[config.mk]
export PLATFORM = sky130hd
export DESIGN_NAME = pulse_measure
export DESIGN_NICKNAME = d
export VERILOG_FILES = /design/src/rtl/pulse_measure.sv
export SDC_FILE = /design/constraint.sdc
export NUM_CORES = 1
export LEC_CHECK = 0
export CAP_MARGIN = 20
export CORE_MARGIN = 4
export CORE_UTILIZATION = 55
export DETAILED_ROUTE_END_ITERATION = 6
export PLACE_DENSITY = 0.81
export SLEW_MARGIN = 25
export SYNTH_ARGS = -nofsm -noshare
export SYNTH_HDL_FRONTEND = slang
export SYNTH_SLANG_ARGS = --single-unit
[constraint.sdc]
create_clock -name clk_i -period 3.8 [get_ports clk_i]
set_clock_uncertainty 0.05 [all_clocks]
set_input_delay 1.14 -clock clk_i [delete_from_list [all_inputs] [get_ports clk_i]]
set_output_delay 1.14 -clock clk_i [all_outputs]
set_load 0.05 [all_outputs]
[src/rtl/pulse_measure.sv]
`default_nettype none
// ============================================================================
// Module      : pulse_measure
// Description : Measures high time, low time and period (in clk_i cycles) of
//               the debounced signal, one result per rise-to-rise cycle, held
//               under a valid/ack handshake with overrun and timeout status.
//               Optional rise counter enabled by PULSE_MEASURE_EDGE_CNT_EN.
// Revision    : 1.0 - initial release
// ============================================================================
module pulse_measure #(
    parameter int CNT_W = 24,
    parameter int TMO_W = 16
) (
    input  logic             clk_i,
    input  logic             rst_i,
    input  logic             sig_i,
    input  logic [TMO_W-1:0] timeout_i,
    input  logic             ack_i,
    output logic [CNT_W-1:0] high_o,
    output logic [CNT_W-1:0] low_o,
    output logic [CNT_W-1:0] period_o,
    output logic             valid_o,
    output logic             overrun_o,
    output logic             timeout_o
`ifdef PULSE_MEASURE_EDGE_CNT_EN
    ,
    output logic [15:0]      rise_cnt_o
`endif
);

    localparam int              CMP_W     = (CNT_W > TMO_W) ? CNT_W : TMO_W;
    localparam logic [CNT_W-1:0] C_CNT_ONE = {{(CNT_W-1){1'b0}}, 1'b1};
    localparam logic [CNT_W-1:0] C_CNT_MAX = {CNT_W{1'b1}};

    typedef enum logic [1:0] {
        SYNC  = 2'd0,
        HIGH  = 2'd1,
        LOW   = 2'd2,
        STUCK = 2'd3
    } state_t;

    state_t           r_state;
    state_t           w_state_nxt;

    logic             r_sig_d;
    logic [CNT_W-1:0] r_cnt;
    logic [CNT_W-1:0] r_high_tmp;
    logic [CNT_W-1:0] r_high;
    logic [CNT_W-1:0] r_low;
    logic [CNT_W-1:0] r_period;
    logic             r_valid;
    logic             r_overrun;
    logic             r_timeout;

    logic             w_rise;
    logic             w_fall;
    logic             w_edge;
    logic [CMP_W-1:0] w_cnt_ext;
    logic [CMP_W-1:0] w_tmo_ext;
    logic             w_tmo_hit;
    logic [CNT_W:0]   w_sum;
    logic [CNT_W-1:0] w_period_sat;

    logic             w_capture;
    logic             w_latch_high;
    logic             w_enter_stuck;
    logic             w_leave_stuck;

    assign w_rise = sig_i & ~r_sig_d;
    assign w_fall = ~sig_i & r_sig_d;
    assign w_edge = w_rise | w_fall;

    // Compare at the wider of the two widths so neither operand is truncated.
    assign w_cnt_ext = CMP_W'(r_cnt);
    assign w_tmo_ext = CMP_W'(timeout_i);
    assign w_tmo_hit = (timeout_i != '0) && (w_cnt_ext >= w_tmo_ext) && !w_edge;

    assign w_sum        = {1'b0, r_high_tmp} + {1'b0, r_cnt};
    assign w_period_sat = w_sum[CNT_W] ? C_CNT_MAX : w_sum[CNT_W-1:0];

    always_ff @(posedge clk_i) begin
        if (rst_i) begin
            r_state <= SYNC;
        end else begin
            r_state <= w_state_nxt;
        end
    end

    always_comb begin
        w_state_nxt   = r_state;
        w_capture     = 1'b0;
        w_latch_high  = 1'b0;
        w_enter_stuck = 1'b0;
        w_leave_stuck = 1'b0;
        case (r_state)
            SYNC: begin
                if (w_rise) begin
                    w_state_nxt = HIGH;
                end
            end
            HIGH: begin
                if (w_fall) begin
                    w_latch_high = 1'b1;
                    w_state_nxt  = LOW;
                end else if (w_tmo_hit) begin
                    w_enter_stuck = 1'b1;
                    w_state_nxt   = STUCK;
                end
            end
            LOW: begin
                if (w_rise) begin
                    w_capture   = 1'b1;
                    w_state_nxt = HIGH;
                end else if (w_tmo_hit) begin
                    w_enter_stuck = 1'b1;
                    w_state_nxt   = STUCK;
                end
            end
            STUCK: begin
                if (w_rise) begin
                    w_leave_stuck = 1'b1;
                    w_state_nxt   = HIGH;
                end
            end
            default: begin
                w_state_nxt = SYNC;
            end
        endcase
    end

    always_ff @(posedge clk_i) begin
        if (rst_i) begin
            r_sig_d    <= 1'b0;
            r_cnt      <= '0;
            r_high_tmp <= '0;
            r_high     <= '0;
            r_low      <= '0;
            r_period   <= '0;
            r_valid    <= 1'b0;
            r_overrun  <= 1'b0;
            r_timeout  <= 1'b0;
        end else begin
            r_sig_d <= sig_i;

            // Level counter restarts at 1 so a level held for N samples reads N.
            if (w_edge) begin
                r_cnt <= C_CNT_ONE;
            end else if (r_cnt != C_CNT_MAX) begin
                r_cnt <= r_cnt + C_CNT_ONE;
            end

            if (w_latch_high) begin
                r_high_tmp <= r_cnt;
            end

            if (w_enter_stuck) begin
                r_timeout <= 1'b1;
            end else if (w_leave_stuck) begin
                r_timeout <= 1'b0;
            end

            // A fresh capture overrides a coincident ack.
            if (w_capture) begin
                r_high   <= r_high_tmp;
                r_low    <= r_cnt;
                r_period <= w_period_sat;
                r_valid  <= 1'b1;
                if (r_valid && !ack_i) begin
                    r_overrun <= 1'b1;
                end
            end else if (ack_i) begin
                r_valid <= 1'b0;
            end
        end
    end

    assign high_o    = r_high;
    assign low_o     = r_low;
    assign period_o  = r_period;
    assign valid_o   = r_valid;
    assign overrun_o = r_overrun;
    assign timeout_o = r_timeout;

`ifdef PULSE_MEASURE_EDGE_CNT_EN
    logic [15:0] r_rise_cnt;

    always_ff @(posedge clk_i) begin
        if (rst_i) begin
            r_rise_cnt <= '0;
        end else if (w_rise) begin
            r_rise_cnt <= r_rise_cnt + 16'd1;
        end
    end

    assign rise_cnt_o = r_rise_cnt;
`endif

endmodule
`default_nettype wire

==> results.cfg, run 1 <==
[outcome]
status = completed

[sta]
max_freq_ghz = 0.3213
timing.setup.tns_ns = 0
post-route-min-period_ns = 3.113
setup_violations = 0
tightestPinTransition_ns = 0.8134
slew_headroom = 0.4577
maxSlewViolCount = 0
rsz0062_at_grt = false
period_share = 0.8192
final_hold_viol_count = 0

[clock_network]
postCtsSetupBuffers = 0
cts_tree = built
clock_path_buffers = 2
postCtsHoldBufs = 0
cts_root_buf = clkbuf_16
ctsResizeCount = 0
insertion_delay_ns = 0.42
cts.htree.levels = 4
numCtsBuffers = 17
clkTransAtPathRegs_ns = 0.06
cts.sinks = 126

[logic_synthesis]
synth-simple-area-share = 0.2159
async_flop_share = 0
yosysWarnings = 0
synth_compound_area_frac = 0.1950
synth_edf_count = 0
synth_top_area_frac = 0.3935
avgSynthCellArea_um2 = 8.271
syn_area_um2 = 6410
postSynthCellCount = 775
synth_top_family_by_area = simple AND/OR/NAND/NOR gates
netlist-cell-type-count = 64
synthXorXnorAreaFrac = 0.05192
muxShareOfSynthArea = 0.001562
synth_fa_ha_area_frac = 0.09487
yosys-top-cells-area = dfxtp_1, nand2_1, ha_1
synth-seq-cells = 126
seq_area_frac_synth = 0.3935
synth_ff_type = dfxtp_1
yosysTopAreaCell = dfxtp_1
synthesis.nets = 843

[final_layout]
area_growth_syn_to_layout_pct = 27.80
num_antenna_cells = 0
nets = 938
drive_gt1_frac = 0.1053

[global_route]
globalRouteOverflowTotal = 0
grt_antenna_before_repair = 0
grt_pass1_vias = 5914
grt_pass1_wl_um = 28230
grt_max_degree = 56
grt.total_usage = 0.2652

[setup_path]
crit_required_ns = 4.07
crit_arrival_ns = 3.39
cp_max_fo = 13
worst-setup-path-type = reg2reg
startpoint_type = flip-flop
end_kind = flip-flop

[floorplanning]
initial_core_util = 0.5614
rows = 39
die_w_um = 116.0
core_um2 = 11420
ios = 95
dieArea_um2 = 13450
die_y_um = 116.0

[power]
power.density_nw_per_um2 = 399.1
vdd_drop_max_uv = 345.9
cellLeakagePower_uw = 0.003116
power_uw = 3269

[routing]
drc = 0
ant_nets = 0
vias_per_cell = 5.802
wl_met3_um = 1150
dr.pass1.iters = 5
routed.top_layer = met4
drt_iter0_markers = 421
postRouteWirelength_um = 17330
vias = 5953
wl_met2_um = 8388
wl_per_cell_um = 16.89
wl_met1_um = 7261

[place]
port_buffers = 94
dpl.hpwl_um = 12110
place_congestion = 0.8900

[min_path]
hp-class = reg2reg

[flow_run]
drv_cap = 0
-- metal layers --
layer / vias up / global-route usage
met1: 2830 / 0.3202
li1: 2855 / -
met2: 214 / 0.4446
met3: 54 / 0.06997
met4: 0 / 0.1168
met5: - / 0
-- area by class of cell --
| class | instances | area (um2) |
|---|---|---|
| clock buffer | 21 | 470.5 |
| clock inverter | 11 | 186.4 |
| fill | 885 | 3227 |
| inverter | 31 | 116.4 |
| multi-input combinational | 578 | 3588 |
| sequential | 126 | 2522 |
| tap | 143 | 178.9 |
| timing repair buffer | 116 | 1129 |
-- Yosys cell counts, types with 2 or more instances --
master,count
a21o_1,7
or3_1,4
nor2_1,69
a211o_1,2
clkbuf_1,33
dfxtp_1,126
o21bai_1,3
a311oi_1,2
nand2_1,163
a21boi_0,3
a31oi_1,5
nand3_1,13
nand2b_1,6
o21a_1,5
a21oi_1,93
nor3_1,10
buf_12,2
xor2_1,26
ha_1,47
and3_1,5
nor2b_1,4
and4_1,2
a211oi_1,6
and2_1,5
o21ai_0,11
and3_2,3
a211oi_2,20
o311a_1,2
o211ai_1,2
nor4_1,7
inv_1,31
o31ai_1,2
buf_2,3
buf_1,2
nand4_1,11
xnor2_1,12
-- worst max-delay path: stages, from the launching register on --
cell,delay (ns)
dfxtp_1,0.35
ha_1,0.21
inv_1,0.06
fa_1,0.43
nor2b_4,0.14
o31a_1,0.19
o2111ai_2,0.17
a31oi_2,0.28
a311oi_2,0.19
o21ai_2,0.25
o31ai_4,0.23
buf_12,0.23
a211oi_2,0.22
-- metrics by stage --
stage               setup slack [ns]  instances  utilization  hold slack, ns  area, um2
floorplan                     0.8294        775            -          0.3989       6410
global placement              0.3082        994       0.6599          0.3952       7535
detailed placement            0.2383        994       0.6599          0.3982       7535
CTS                           0.6829       1026       0.7174          0.4057       8192
global route                  0.5462       1026       0.7174          0.4303       8192
finish                        0.6872       1026       0.7174          0.4049       8192
-- state kept, by name, summed over array words and instances, names as in the netlist --
register    flops
r_cnt          24
valid_o         1
overrun_o       1
r_state         2
period_o       24
timeout_o       1
high_o         24
r_sig_d         1
low_o          24
r_high_tmp     24
-- where the power goes --
group	internal (uW)	leakage [uW]	switching (uW)
clock network	1210	0.000323	594
registers	1330	0.00102	5.07
logic	51.6	0.00178	80.4
total	2590	0.00312	679
-- path summary, 6_finish.rpt --
kind | start | to | slack [ns] | cells after the start
worst max-delay path | r_high_tmp[0] | period_o[17] | 0.69 | 12
worst min-delay path | low_o[1] | low_o[1] | 0.40 | 2
worst max register to register | r_high_tmp[0] | period_o[17] | 0.69 | 12
worst min register to register | low_o[1] | low_o[1] | 0.40 | 2
-- logic make-up (layout without fill, tap and decap cells) --
| family | Yosys count | after routing |
|---|---|---|
| AND/OR/NAND/NOR | 311 | 311 |
| AO/OA/AOI/OAI | 180 | 180 |
| flip-flops | 126 | 126 |
| buffers and inverters | 71 | 179 |
| adder cells (fa/ha/maj) | 48 | 48 |
| XOR/XNOR | 38 | 38 |
| multiplexers | 1 | 1 |
-- layout by cell type (no fill, tap or decap), drive strengths merged, types with 5 or more instances in the layout --
master	n
buf	23
nor2	69
and2	5
ha	47
inv	31
bufinv	5
xor2	26
nand2	164
and3	8
nand4	11
a21o	8
a211oi	26
nor2b	5
a21oi	94
nor4	7
nand3	14
clkbuf	21
nor3	11
dfxtp	126
nand2b	6
clkinv	5
xnor2	12
clkdlybuf4s50	93
a31oi	6
o21ai	12
o21a	5
(Power assumes the default switching activity.)
==> run 2, diff against run 1 <==
- clock period: 3.8 -> 3.1 ns (I/O delays scaled with it)
==> results.cfg, run 2 (synthesized netlist as in run 1, its figures left out) <==
[outcome]
status = completed

[final_layout]
drive_gt1_frac = 0.1155
num_antenna_cells = 0
layout_commonest_cell = nand2_1
final_cell_mix = nand2_1, dfxtp_1, a21oi_1, clkdlybuf4s50_1, nor2_1
nets = 947
final_util = 0.7224
layout.cells.non_filler = 1035
area_growth_syn_to_layout_pct = 28.69

[routing]
drt_iter0_markers = 460
vias_per_cell = 5.786
drc = 0
postRouteWirelength_um = 17720
dr.pass1.iters = 5
ant_nets = 0
wl_per_cell_um = 17.12
vias = 5988

[global_route]
grt_antenna_before_repair = 0
globalRouteOverflowTotal = 0
grt.total_usage = 0.2694
grt_pass1_vias = 5913
grt_pass1_wl_um = 28700
grt_max_degree = 55

[setup_path]
max_stage_delay_ns = 0.43
cp_max_fo = 4
worst-setup-path-type = in2reg
crit_start = timeout_i[0]
startpoint_type = input port
cp_cell_sequence = clkdlybuf4s50_1 -> ha_1 -> nand2b_1 -> a21o_1 -> a211o_1 -> o211ai_1 -> a21oi_1 -> o311a_1 -> a211oi_1 -> nor3_1
cp_slowest_cell = clkdlybuf4s50_1
crit_required_ns = 3.35
crit_arrival_ns = 3.25
reg2reg_to = period_o[14]
timing.critical_path.to = r_state[0]
end_kind = flip-flop
r2r-start = r_high_tmp[0]
reg2regPathDepth = 12
rrSetupSlack_ns = 0.16

[clock_network]
postCtsSetupBuffers = 0
numCtsBuffers = 17
cts.htree.levels = 4
cts_root_buf = clkbuf_16
insertion_delay_ns = 0.42
cts_tree = built
cts.sinks = 126
clock_path_buffers = 2
clkTransAtPathRegs_ns = 0.06

[place]
port_buffers = 94
pre_cts_ws_ns = -0.2934
place_congestion = 0.9349
dpl.hpwl_um = 12520
place_inst = 1002

[power]
p_sw_uw = 851.4
power_frac_seq = 0.417
vdd_drop_max_uv = 341.1
p_clk_frac = 0.540
power.density_nw_per_um2 = 474.6
p_int_uw = 3064
swShare = 0.2175
cellLeakagePower_uw = 0.003148
p_comb_frac = 0.043

[sta]
final_hold_viol_count = 0
period_share = 0.9676
setup_slack_ns = 0.1004
post-route-min-period_ns = 3.000
timing.setup.tns_ns = 0
rsz0062_at_grt = false
setup_violations = 0
tightestPinTransition_ns = 0.5894
slew_headroom = 0.6071
maxSlewViolCount = 0
max_freq_ghz = 0.3334

[min_path]
hp-class = reg2reg

[floorplanning]
core_um2 = 11420
die_y_um = 116.0
initial_core_util = 0.5614
die_w_um = 116.0
dieArea_um2 = 13450
ios = 95
rows = 39

[flow_run]
drv_cap = 0
==> run 2: cell count changes in the layout (fill, tap and decap cells not counted), moves of 2 or more <==
cell      delta
inv_6        +2
clkinv_4     +2
clkbuf_8     -2
buf_4        +8
==> run 2: worst max-delay path, delay by kind of cell <==
family / cells / cell delay [ns]
compound gates: 6 / 1.34
fa+ha+maj: 1 / 0.31
buf+inv: 1 / 0.43
simple gates: 2 / 0.24
==> run 2: power by group through the flow <==
stage / Sequential, uW / Clock [uW] / Combinational (uW)
after detailed placement: 1670 / 0 / 165
after CTS: 1630 / 2130 / 166
after global placement: 1670 / 0 / 156
after floorplan: 1670 / 0 / 89.2
final: 1630 / 2110 / 169
after global routing: 1630 / 2200 / 185
==> run 2: routing by layer <==
metal  vias to the layer above  track usage  routed length [um]  share of wire
met2                       244       0.4580                8563           0.48
li1                       2875            -                   -              -
met1                      2824       0.3397                7500           0.42
met4                         0      0.09358                 456          0.026
met3                        45      0.05640                1195          0.067
met5                         -            0                   0              0
==> run 2: cell type report <==
class / count / area (um2)
Clock buffer: 19 / 442.9
Inverter: 31 / 116.4
Tap cell: 143 / 178.9
Multi-Input combinational cell: 578 / 3602
Clock inverter: 13 / 186.4
Fill cell: 868 / 3169
Timing Repair Buffer: 125 / 1200
Sequential cell: 126 / 2522
==> run 2: what timing repair did <==
action,in CTS,in global routing
setup endpoints to repair,0,3
hold buffers,0,0
gates resized for setup,0,2
==> run 2: worst min-delay path by stage <==
stage	slack, ns	cells past startpoint	end	start
after floorplan	0.40	2	high_o[0]	r_high_tmp[0]
after global placement	0.39	2	high_o[13]	high_o[13]
after detailed placement	0.40	2	low_o[6]	low_o[6]
after CTS	0.40	2	low_o[6]	low_o[6]
after global routing	0.43	2	high_o[9]	high_o[9]
final	0.40	2	high_o[19]	high_o[19]
==> run 2: through the flow <==
step / total power, uW / hold WS, ns / area (um2)
global placement: 1823 / 0.3939 / 7595
floorplan: 1762 / 0.3989 / 6410
global route: 4017 / 0.4274 / 8249
finish: 3915 / 0.4030 / 8249
CTS: 3928 / 0.4038 / 8224
detailed placement: 1833 / 0.3973 / 7595
==> run 3, diff against run 2 <==
--- a/config.mk
+++ b/config.mk
@@ -12,2 +12,3 @@
 export PLACE_DENSITY = 0.81
+export SKIP_CTS_REPAIR_TIMING = 1
 export SLEW_MARGIN = 25
==> constraint.sdc (replaced) <==
create_clock -name clk_i -period 3.1 [get_ports clk_i]
set_clock_uncertainty 0.05 [all_clocks]
set_input_delay 0.62 -clock clk_i [delete_from_list [all_inputs] [get_ports clk_i]]
set_output_delay 0.62 -clock clk_i [all_outputs]
set_load 0.05 [all_outputs]
==> results.cfg, run 3 (synthesized netlist as in run 1, its figures left out) <==
[routing]
drt_iter0_markers = 440
drc = 0
postRouteWirelength_um = 17680
dr.pass1.iters = 5
wl_per_cell_um = 17.13
vias = 5985
ant_nets = 0
vias_per_cell = 5.799

[min_path]
min_path_cells = 2
holdPathEnd = low_o[9]
worstHoldStart = low_o[9]
hp-class = reg2reg

[sta]
post-route-min-period_ns = 2.927
setup_slack_ns = 0.1735
final_hold_viol_count = 0
max_freq_ghz = 0.3417
timing.setup.tns_ns = 0
setup_violations = 0
worst_hold_slack_ns = 0.4006
maxSlewViolCount = 0
tightestPinTransition_ns = 0.5275
rsz0062_at_grt = false
slew_headroom = 0.6472
period_share = 0.9440

[setup_path]
startpoint_type = flip-flop
cp_cell_sequence = buf_4 -> ha_1 -> a211oi_1 -> nor3_1 -> o31ai_1 -> nand2_1 -> a221o_1 -> a21oi_1 -> xor2_1 -> a211oi_2
end_kind = flip-flop
reg2reg_to = period_o[21]
worst-setup-path-type = reg2reg
crit_arrival_ns = 3.16
cp_slowest_cell = a221o_1
cp_max_fo = 8
r2r-start = r_cnt[1]
crit_required_ns = 3.33
path_buf_inv = 1
reg2regPathDepth = 10
max_stage_delay_ns = 0.40
rrSetupSlack_ns = 0.17
cp.depth = 10
crit_family = compound AO/OA/AOI/OAI gates

[floorplanning]
initial_core_util = 0.5614
die_w_um = 116.0
rows = 39
die_y_um = 116.0
dieArea_um2 = 13450
core_um2 = 11420
ios = 95

[global_route]
globalRouteOverflowTotal = 0
grt.total_usage = 0.2714
grt_max_degree = 51
grtUsageMet3 = 0.06997
gr-max-usage-layer = met2
grt_pass1_vias = 5925
use_met1 = 0.3313
grt.met2_usage = 0.4653
grt_pass1_wl_um = 28860
grt_antenna_before_repair = 0

[clock_network]
clkTransAtPathRegs_ns = 0.06
insertion_delay_ns = 0.43
cts_tree = built
cts.sinks = 126
cts_root_buf = clkbuf_16
clock_path_buffers = 2
numCtsBuffers = 17
cts.htree.levels = 4

[power]
cellLeakagePower_uw = 0.003139
vdd_drop_max_uv = 360.9
power.density_nw_per_um2 = 476.0

[flow_run]
drv_cap = 0

[final_layout]
drive_gt1_frac = 0.1114
num_antenna_cells = 0
area_growth_syn_to_layout_pct = 28.42
final_cell_mix = nand2_1, dfxtp_1, a21oi_1, clkdlybuf4s50_1, nor2_1
layout_commonest_cell = nand2_1
nets = 944

[place]
place_congestion = 0.9318
dpl.hpwl_um = 12620
port_buffers = 94
pre_cts_ws_ns = 0.02649

[outcome]
status = completed
==> run 3: power by group <==
group / switching (uW) / internal [uW]
Combinational: 101 / 63.1
Clock: 727 / 1390
Sequential: 6.83 / 1630
==> run 3: layout make-up <==
| type | count | area, um2 |
|---|---|---|
| clock buffer | 24 | 511.7 |
| clock inverter | 8 | 127.6 |
| fill | 851 | 3187 |
| inverter | 31 | 116.4 |
| multi-input combinational | 578 | 3588 |
| sequential | 126 | 2522 |
| tap | 143 | 178.9 |
| timing repair buffer | 122 | 1186 |
==> run 3: worst max-delay path by stage <==
stage	from	end	slack [ns]
finish	r_cnt[1]	period_o[21]	0.17
global route	r_high_tmp[0]	period_o[14]	0.008
CTS	r_high_tmp[0]	period_o[14]	0.05
detailed placement	timeout_i[0]	r_state[0]	0.03
global placement	timeout_i[0]	r_state[0]	0.12
floorplan	r_cnt[0]	period_o[10]	0.47
==> run 3: worst min-delay path: stages, from the launching register on <==
cell     delay (ns)
dfxtp_1        0.30
nand2_1        0.05
a21oi_1        0.05
==> run 3: routing by layer <==
metal  part of all wire  vias to the layer above
met3              0.060                       40
met5                  0                        -
li1                   -                     2870
met2               0.49                      209
met4              0.020                        0
met1               0.43                     2866
==> run 3: stage by stage <==
step	std cells	util	total power, uW	cell area, um2
final	1032	0.7209	3918	8232
after global routing	1032	0.7209	4022	8232
after CTS	1031	0.7192	3924	8212
after detailed placement	999	0.6632	1827	7572
after global placement	999	0.6632	1818	7572
after floorplan	775	-	1762	6410
